## src/rtl/cpu_pkg.sv

```systemverilog
// Shared opcode, state and bus-source definitions for the sequenced datapath.
package cpu_pkg;

  typedef enum logic [2:0] {
    OP_MV  = 3'b000,
    OP_MVI = 3'b001,
    OP_ADD = 3'b010,
    OP_SUB = 3'b011,
    OP_AND = 3'b100,
    OP_OR  = 3'b101,
    OP_XOR = 3'b110,
    OP_NOT = 3'b111
  } op_e;

  typedef enum logic [1:0] {
    IDLE = 2'd0,
    T1   = 2'd1,
    T2   = 2'd2,
    T3   = 2'd3
  } state_e;

  // One-hot bus source selects; all-zero means nothing drives the bus
  localparam logic [2:0] SEL_NONE = 3'b000;
  localparam logic [2:0] SEL_REG  = 3'b001;
  localparam logic [2:0] SEL_IMM  = 3'b010;
  localparam logic [2:0] SEL_G    = 3'b100;

  function automatic logic is_alu(input op_e op);
    return (op != OP_MV) && (op != OP_MVI);
  endfunction

  function automatic logic uses_ry(input op_e op);
    return (op != OP_MVI) && (op != OP_NOT);
  endfunction

endpackage

```

## src/rtl/alu_n.sv

```systemverilog
// Combinational ALU: result and carry/borrow for the opcode held in IR.
module alu_n
  import cpu_pkg::*;
#(
  parameter int DATA_W = 16
) (
  input  logic [DATA_W-1:0] a,
  input  logic [DATA_W-1:0] b,
  input  logic [2:0]        op,
  output logic [DATA_W-1:0] result,
  output logic              carry
);

  // Carry is the extra MSB of a widened add/subtract; for SUB it reads as borrow
  always_comb begin
    result = '0;
    carry  = 1'b0;
    case (op_e'(op))
      OP_ADD:  {carry, result} = {1'b0, a} + {1'b0, b};
      OP_SUB:  {carry, result} = {1'b0, a} - {1'b0, b};
      OP_AND:  result = a & b;
      OP_OR:   result = a | b;
      OP_XOR:  result = a ^ b;
      OP_NOT:  result = ~a;
      default: result = b;
    endcase
  end

endmodule

```

## src/rtl/seq_datapath.sv

```systemverilog
// Single-bus datapath with register file, A/G registers, ALU and a four-state
// sequencer that executes one instruction per run/done handshake.
module seq_datapath
  import cpu_pkg::*;
#(
  parameter  int DATA_W = 16,
  parameter  int NREGS  = 8,
  localparam int RIDX_W = $clog2(NREGS)
) (
  input  logic              clk,
  input  logic              rst_n,
  input  logic              run,
  input  logic [2:0]        op,
  input  logic [RIDX_W-1:0] rx,
  input  logic [RIDX_W-1:0] ry,
  input  logic [DATA_W-1:0] imm,
  output logic              ready,
  output logic              done,
  output logic [DATA_W-1:0] bus,
  output logic              flag_z,
  output logic              flag_c,
  input  logic [RIDX_W-1:0] dbg_sel,
  output logic [DATA_W-1:0] dbg_data
);

  localparam logic [RIDX_W:0] NREGS_L = (RIDX_W + 1)'(NREGS);

  state_e              state;
  op_e                 ir_op;
  logic [RIDX_W-1:0]   ir_rx;
  logic [RIDX_W-1:0]   ir_ry;
  logic [DATA_W-1:0]   ir_imm;
  logic                ir_nop;
  logic [DATA_W-1:0]   regs [NREGS];
  logic [DATA_W-1:0]   a_reg;
  logic [DATA_W-1:0]   g_reg;
  logic [2:0]          bus_sel;
  logic [RIDX_W-1:0]   rd_idx;
  logic [DATA_W-1:0]   rd_val;
  logic [DATA_W-1:0]   alu_res;
  logic                alu_c;

  function automatic logic in_range(input logic [RIDX_W-1:0] idx);
    return {1'b0, idx} < NREGS_L;
  endfunction

  // Bus source and register read index are decoded from state and IR only
  always_comb begin
    bus_sel = SEL_NONE;
    rd_idx  = ir_ry;
    case (state)
      T1: begin
        if (ir_nop) begin
          bus_sel = SEL_NONE;
        end else if (ir_op == OP_MVI) begin
          bus_sel = SEL_IMM;
        end else if (ir_op == OP_MV) begin
          bus_sel = SEL_REG;
        end else begin
          bus_sel = SEL_REG;
          rd_idx  = ir_rx;
        end
      end
      T2: begin
        if (ir_op == OP_NOT) begin
          bus_sel = SEL_NONE;
        end else begin
          bus_sel = SEL_REG;
        end
      end
      T3:      bus_sel = SEL_G;
      default: bus_sel = SEL_NONE;
    endcase
  end

  assign rd_val   = regs[rd_idx];
  assign bus      = ({DATA_W{bus_sel[0]}} & rd_val)
                  | ({DATA_W{bus_sel[1]}} & ir_imm)
                  | ({DATA_W{bus_sel[2]}} & g_reg);
  assign dbg_data = in_range(dbg_sel) ? regs[dbg_sel] : '0;

  alu_n #(.DATA_W(DATA_W)) u_alu (
    .a      (a_reg),
    .b      (bus),
    .op     (ir_op),
    .result (alu_res),
    .carry  (alu_c)
  );

  // Sequencer plus all datapath state; ready/done/flags are registered here
  always_ff @(posedge clk or negedge rst_n) begin
    if (!rst_n) begin
      state  <= IDLE;
      ir_op  <= OP_MV;
      ir_rx  <= '0;
      ir_ry  <= '0;
      ir_imm <= '0;
      ir_nop <= 1'b0;
      a_reg  <= '0;
      g_reg  <= '0;
      ready  <= 1'b1;
      done   <= 1'b0;
      flag_z <= 1'b0;
      flag_c <= 1'b0;
      for (int i = 0; i < NREGS; i++) begin
        regs[i] <= '0;
      end
    end else begin
      done <= 1'b0;
      case (state)
        IDLE: begin
          if (run) begin
            ir_op  <= op_e'(op);
            ir_rx  <= rx;
            ir_ry  <= ry;
            ir_imm <= imm;
            // ry only matters for opcodes that actually read it
            ir_nop <= !in_range(rx) || (uses_ry(op_e'(op)) && !in_range(ry));
            state  <= T1;
            ready  <= 1'b0;
          end else begin
            state <= IDLE;
          end
        end
        T1: begin
          if (ir_nop) begin
            state <= IDLE;
            ready <= 1'b1;
            done  <= 1'b1;
          end else if (!is_alu(ir_op)) begin
            regs[ir_rx] <= bus;
            state       <= IDLE;
            ready       <= 1'b1;
            done        <= 1'b1;
          end else begin
            a_reg <= bus;
            state <= T2;
          end
        end
        T2: begin
          g_reg  <= alu_res;
          flag_z <= (alu_res == '0);
          if ((ir_op == OP_ADD) || (ir_op == OP_SUB)) begin
            flag_c <= alu_c;
          end
          state <= T3;
        end
        T3: begin
          regs[ir_rx] <= bus;
          state       <= IDLE;
          ready       <= 1'b1;
          done        <= 1'b1;
        end
        default: begin
          state <= IDLE;
          ready <= 1'b1;
        end
      endcase
    end
  end

endmodule
```

## config.mk

```make
export PLATFORM = sky130hd
export DESIGN_NAME = seq_datapath
export DESIGN_NICKNAME = d
export VERILOG_FILES = /design/src/rtl/cpu_pkg.sv /design/src/rtl/alu_n.sv /design/src/rtl/seq_datapath.sv
export SDC_FILE = /design/constraint.sdc
export NUM_CORES = 1
export LEC_CHECK = 0
export CORE_AREA = 4 4 171 173
export CTS_CLUSTER_SIZE = 14
export DETAILED_ROUTE_END_ITERATION = 8
export DIE_AREA = 0 0 175 177
export SETUP_SLACK_MARGIN = 0.02
export SLEW_MARGIN = 10
export SYNTH_ARGS = -nofsm -noshare
export SYNTH_HDL_FRONTEND = slang
export SYNTH_SLANG_ARGS = --single-unit
```

## constraint.sdc

```tcl
create_clock -name clk -period 5.5 [get_ports clk]
set_clock_uncertainty 0.05 [all_clocks]
set_input_delay 1.1 -clock clk [delete_from_list [all_inputs] [get_ports clk]]
set_output_delay 1.1 -clock clk [all_outputs]
set_load 0.01 [all_outputs]
```

# After elaboration in Yosys (flattened, before gate mapping)
# Index checks and enable logic that the tools add are counted.
dict set report classes {
  add_sub_neg 2
  mul 0
  div 0
  n_lt_le_gt_ge 4
  eq_ne 13
  shift 0
  muxes 27
  bitwise 12
  n_reduce_logical 14
}
# op n
set ops {}
lappend ops {{$pmux W128 S2} 1}
lappend ops {{$bwmux W128} 1}
lappend ops {{$mux W128} 1}
lappend ops {{$bmux W16 S3} 2}
lappend ops {{$pmux W16 S6} 1}
lappend ops {{$mux W16} 5}
lappend ops {{$and A16 B16 Y16} 4}
lappend ops {{$demux W16 S3} 1}
lappend ops {{$or A16 B16 Y16} 3}
lappend ops {{$add A16 B16 Y17} 1}
lappend ops {{$sub A16 B16 Y17} 1}
lappend ops {{$logic_not A16 Y1} 1}
lappend ops {{$not A16 Y16} 1}
lappend ops {{$xor A16 B16 Y16} 1}
lappend ops {{$eq A3 B3 Y1 const B} 4}
lappend ops {{$ge A4 B4 Y1 const B} 3}
lappend ops {{$not A3 Y4} 3}
lappend ops {{$mux W3} 3}
lappend ops {{$pmux W3 S3} 1}
lappend ops {{$pmux W2 S4} 1}
lappend ops {{$reduce_and A2 Y1} 4}
lappend ops {{$eq A3 B2 Y1 const B} 2}
lappend ops {{$reduce_bool A3 Y1} 2}
lappend ops {{$mux W1} 5}
lappend ops {{15 further kinds} 20}
dict set report totals {
  register_bits 191
  latch_bits 0
  mem_bits_rw 0
  mem_bits_ro 0
  inputBits 31
  output_inout_bits 36
  word_cells 91
  n_memories 0
}

# Logic depth before layout (Yosys ltp)
dict set report depth {
  ltp_word 14
  depth_mapped 27
  mapped_depth_nobuf 23
}

# Cells and area by module
# Synthesis repeated with hierarchy kept, for this count alone.
dict set report hier_totals {
  cells_unflattened 1518
  area_unflattened_um2 14199.9
}
# module instances cells_each area_per_inst_um2 seq_area_each_um2
set modules_own_cells {}
lappend modules_own_cells {seq_datapath 1 1107 11422.2 4780.8}
lappend modules_own_cells {alu_n 1 411 2777.7 0.0}

# Worst setup path before layout
# Ideal clock, no wire load.
dict set report synth_timing {
  path_type {register to register}
  startpoint {register (tool-made name)}
  endpoint {register flag_z}
  setup_ps 95
  arrival_time_ps 4892
  required_time_ps 5355
  setup_slack_ps 462
  path_stages_with_launch 24
  n_path_buf 3
  synth_period_minus_slack_ps 5038
  cell_sequence {dfrtp_1 nand2b_1 o21ai_1 o21a_2 buf_4 buf_2 nand3_1 nand3_1 o21ai_0 a222oi_1 clkbuf_1 inv_1 ha_1 or3_1 a2111oi_0 o31ai_1 a21o_1 a21oi_1 a21o_1 a211o_1 a21o_1 o211ai_1 a21o_1 o31ai_1}
}
# item line
set synth_lines {}
lappend synth_lines {{to (signal assigned)} seq_datapath.sv:142} ;# flag_z <= (alu_res == '0);
lappend synth_lines {{to (decl)} seq_datapath.sv:20} ;# output logic flag_z,

==> metrics.cfg <==
[run_status]
outcome=finished, final reports clean

[cts]
cts-buffers-inserted=17
clock-sinks=191
clock_tree.htree_level_count=4
ctsLongestPathBuffers=2
hold_buffers=0
clk_transition_reported_paths_ns=0.08
tritoncts=yes
insertion_delay_ns=0.45
ctsRootBufferMaster=sky130_fd_sc_hd__clkbuf_16

[synthesis]
ys_seq_elements=191
postSynth.asyncResetShare_pct=100
avgSynthCellArea_um2=8.84
syn-num-nets=1472
synthesis.yosys.warnings=0
synth_cell_types=93
yosys_most_used_dff=sky130_fd_sc_hd__dfrtp_1
count_of_flip_flops_with_a_built_in_enable_after_synthesis=0
synth_top_area_share_pct=38.6
seq_area_frac_synth_pct=38.9
post-synth-top-area-cell=sky130_fd_sc_hd__dfrtp_1
post_synth_instance_area_um2=12300
syn_inst=1392
synth.area.top_cells=sky130_fd_sc_hd__dfrtp_1 (39%), sky130_fd_sc_hd__nand2_1 (9.0%), sky130_fd_sc_hd__o21ai_0 (7.8%)

[layout]
layout.filler_cells=2612
n_antenna_cell=0
layout.cells.most_common_list=sky130_fd_sc_hd__nand2_1 (295), sky130_fd_sc_hd__o21ai_0 (190), sky130_fd_sc_hd__dfrtp_1 (189)
top_register=regs
area.sequential_um2=4780
postLayoutCellArea_um2=14200
layout.cells.most_common=sky130_fd_sc_hd__nand2_1
largest_register_ffs=128
area.growth.synth_to_final_pct=15.2
final_net_count=1504
area_of_combinational_cells_with_multiple_inputs_um2=6880
drive_gt1_share_pct=15.2

[pwr]
power_w=0.0106
power_per_cell_area_nw_per_um2=745
total_leakage_power_nw=6.02
peak_vdd_ir_uv=371

[floorplanning]
floorplan.die.height_um=177
start_util_pct=44.5
cell_row_count=61
die-width_um=175
floorplan.io_pins=67
design.core.area_um2=27600
fp.dieArea_um2=31000

[timing]
timing.final.crit_share_pct=93.4
max_freq_mhz=195
setup-tns-final_ns=0
timing_worst_slew_pin_value_ns=1.22
period_minus_ws_final_ns=5.14
slew_margin_rel_pct=18.2
finalHoldViolations=0
unrepaired_setup_endpoints_after_global_routing=no
timing.final.setup_violations=0
final-max-slew-violation-count=0

[detailed_routing]
ant_nets=0
route.detailed.wl_per_inst_um=20.4
route.final.wire_length_um=37000
drt-vias-per-instance=5.78
drt_pre_antenna_iters=6
drc=0
drt-initial-drc-count=997
vias=10500

[place]
gp_congestion=0.907
port-buffer-count=66
detailed_placement_hpwl_um=25100
dpl-instance-area_um2=13500

[worst_setup_path]
setup.worst_path.class=reg2reg
crit_arrival_ns=5.44
cp-start-kind=flop
crit_path_end=flag_z
r2r_slack_ns=0.36
worst_r2r_path_depth=23
crit_path_max_fanout=15
endpoint_kind=flop
worst-endpoint-required_ns=5.80
worst_r2r_endpoint=flag_z

[global_routing]
grt_antenna_before_repair=0
gr-usage-all-layers_pct=23.9
grt_pass1_wl_um=58100
grt-ovfl-total=0
largest_net_degree_at_the_start_of_global_routing=95
grt_pass1_vias=10100

[run]
cap_viol_max_count=0

[hold_path]
min-delay-path-class=reg2reg

metrics by stage:
step / instances / utilization (%) / setup slack [ns] / hold WS (ns)
floorplan: 1392 / - / 0.462 / 0.397
global placement: 1781 / 48.7 / 0.250 / 0.412
detailed placement: 1781 / 48.7 / 0.109 / 0.418
CTS: 1813 / 50.9 / 0.0858 / 0.438
global route: 1815 / 51.3 / 0.00205 / 0.457
finish: 1815 / 51.3 / 0.360 / 0.432
synthesized netlist by cell type, types with 4 or more instances:
library cell               count
sky130_fd_sc_hd__nand2_1     295
sky130_fd_sc_hd__o21ai_0     191
sky130_fd_sc_hd__dfrtp_1     190
sky130_fd_sc_hd__clkbuf_1     89
sky130_fd_sc_hd__inv_1        59
sky130_fd_sc_hd__nand3_1      51
sky130_fd_sc_hd__ha_1         48
sky130_fd_sc_hd__nor2_1       45
sky130_fd_sc_hd__a21oi_1      44
sky130_fd_sc_hd__mux2_2       44
sky130_fd_sc_hd__mux4_2       34
sky130_fd_sc_hd__a211oi_1     26
sky130_fd_sc_hd__and3_1       18
sky130_fd_sc_hd__nor3_1       18
sky130_fd_sc_hd__mux2i_1      16
sky130_fd_sc_hd__buf_2        11
sky130_fd_sc_hd__a21o_1       10
sky130_fd_sc_hd__a31oi_1      10
sky130_fd_sc_hd__a222oi_1      9
sky130_fd_sc_hd__o211ai_1      9
sky130_fd_sc_hd__buf_1         8
sky130_fd_sc_hd__nand2b_1      8
sky130_fd_sc_hd__o21ai_1       8
sky130_fd_sc_hd__xnor2_1       8
sky130_fd_sc_hd__a22o_1        7
sky130_fd_sc_hd__o22ai_1       6
sky130_fd_sc_hd__o31ai_1       6
sky130_fd_sc_hd__a221oi_1      5
sky130_fd_sc_hd__a311oi_1      5
sky130_fd_sc_hd__and2_1        5
sky130_fd_sc_hd__buf_4         5
sky130_fd_sc_hd__a311o_1       4
sky130_fd_sc_hd__nor2b_1       4
sky130_fd_sc_hd__o21a_1        4
sky130_fd_sc_hd__o21bai_1      4
cell type report:
| type | count | share of cell area, % |
|---|---|---|
| multi-input combinational | 1024 | 48.5 |
| timing repair buffer | 129 | 8.52 |
| tap | 378 | 3.34 |
| inverter | 61 | 1.62 |
| clock inverter | 14 | 1.21 |
| clock buffer | 18 | 3.03 |
| sequential | 191 | 33.7 |
critical path, cell delays in order (launching register included):
cell	delay (ns)
sky130_fd_sc_hd__dfrtp_1	0.46
sky130_fd_sc_hd__nand2b_2	0.28
sky130_fd_sc_hd__o21ai_4	0.23
sky130_fd_sc_hd__buf_6	0.20
sky130_fd_sc_hd__and3_1	0.17
sky130_fd_sc_hd__a211oi_1	0.04
sky130_fd_sc_hd__a311o_1	0.32
sky130_fd_sc_hd__a21oi_4	0.22
sky130_fd_sc_hd__a221oi_1	0.09
sky130_fd_sc_hd__inv_1	0.13
sky130_fd_sc_hd__ha_1	0.25
sky130_fd_sc_hd__inv_1	0.08
sky130_fd_sc_hd__fa_1	0.43
sky130_fd_sc_hd__nand2b_1	0.18
sky130_fd_sc_hd__a21oi_1	0.20
sky130_fd_sc_hd__nor2_1	0.12
sky130_fd_sc_hd__o211a_1	0.27
sky130_fd_sc_hd__nor3_4	0.26
sky130_fd_sc_hd__or3_1	0.14
sky130_fd_sc_hd__o21ai_0	0.10
sky130_fd_sc_hd__a221oi_2	0.29
sky130_fd_sc_hd__a22o_1	0.20
sky130_fd_sc_hd__nand4b_1	0.12
sky130_fd_sc_hd__o31ai_1	0.21
timing repair:
action                                  CTS  global route
resized for setup                         0            19
endpoints found under the setup margin    0             5
buffers inserted                          0             1
how the worst min path moves through the flow:
stage / startpoint / to / slack (ns) / cells after the start
final: g_reg[3] / g_reg[3] / 0.43 / 1
after global routing: g_reg[9] / g_reg[9] / 0.46 / 2
after CTS: g_reg[3] / g_reg[3] / 0.44 / 1
after detailed placement: g_reg[3] / g_reg[3] / 0.42 / 1
after global placement: g_reg[5] / g_reg[5] / 0.41 / 2
after floorplan: g_reg[14] / g_reg[14] / 0.40 / 2
routing by layer:
layer | share of wire [%] | up-vias | routed length (um) | global-route usage, %
met5 | 0 | - | 0 | 0
met4 | 2.5 | 0 | 938 | 7.69
met3 | 5.2 | 59 | 1930 | 3.40
met2 | 46 | 335 | 17000 | 38.2
met1 | 46 | 5086 | 17100 | 33.9
li1 | - | 5017 | - | -
power by group:
part | switching [W] | leakage (nW) | total (W) | internal (W)
clock network | 0.000652 | 0.287 | 0.00127 | 0.000616
registers | 0.000504 | 2.52 | 0.00246 | 0.00195
logic | 0.00407 | 3.21 | 0.00683 | 0.00276
logic make-up after synthesis:
logic type	count (synthesis)	share of synthesized area, %
AOI/OAI and AO/OA	398	21.0
and+or+nand+nor	472	16.9
muxes	95	11.7
buffers and inverters	177	5.85
xor gates and xnor gates	10	0.712
DFF	191	38.9
adders and majority gates	49	5.04
Power figures use the tool's default switching activity.
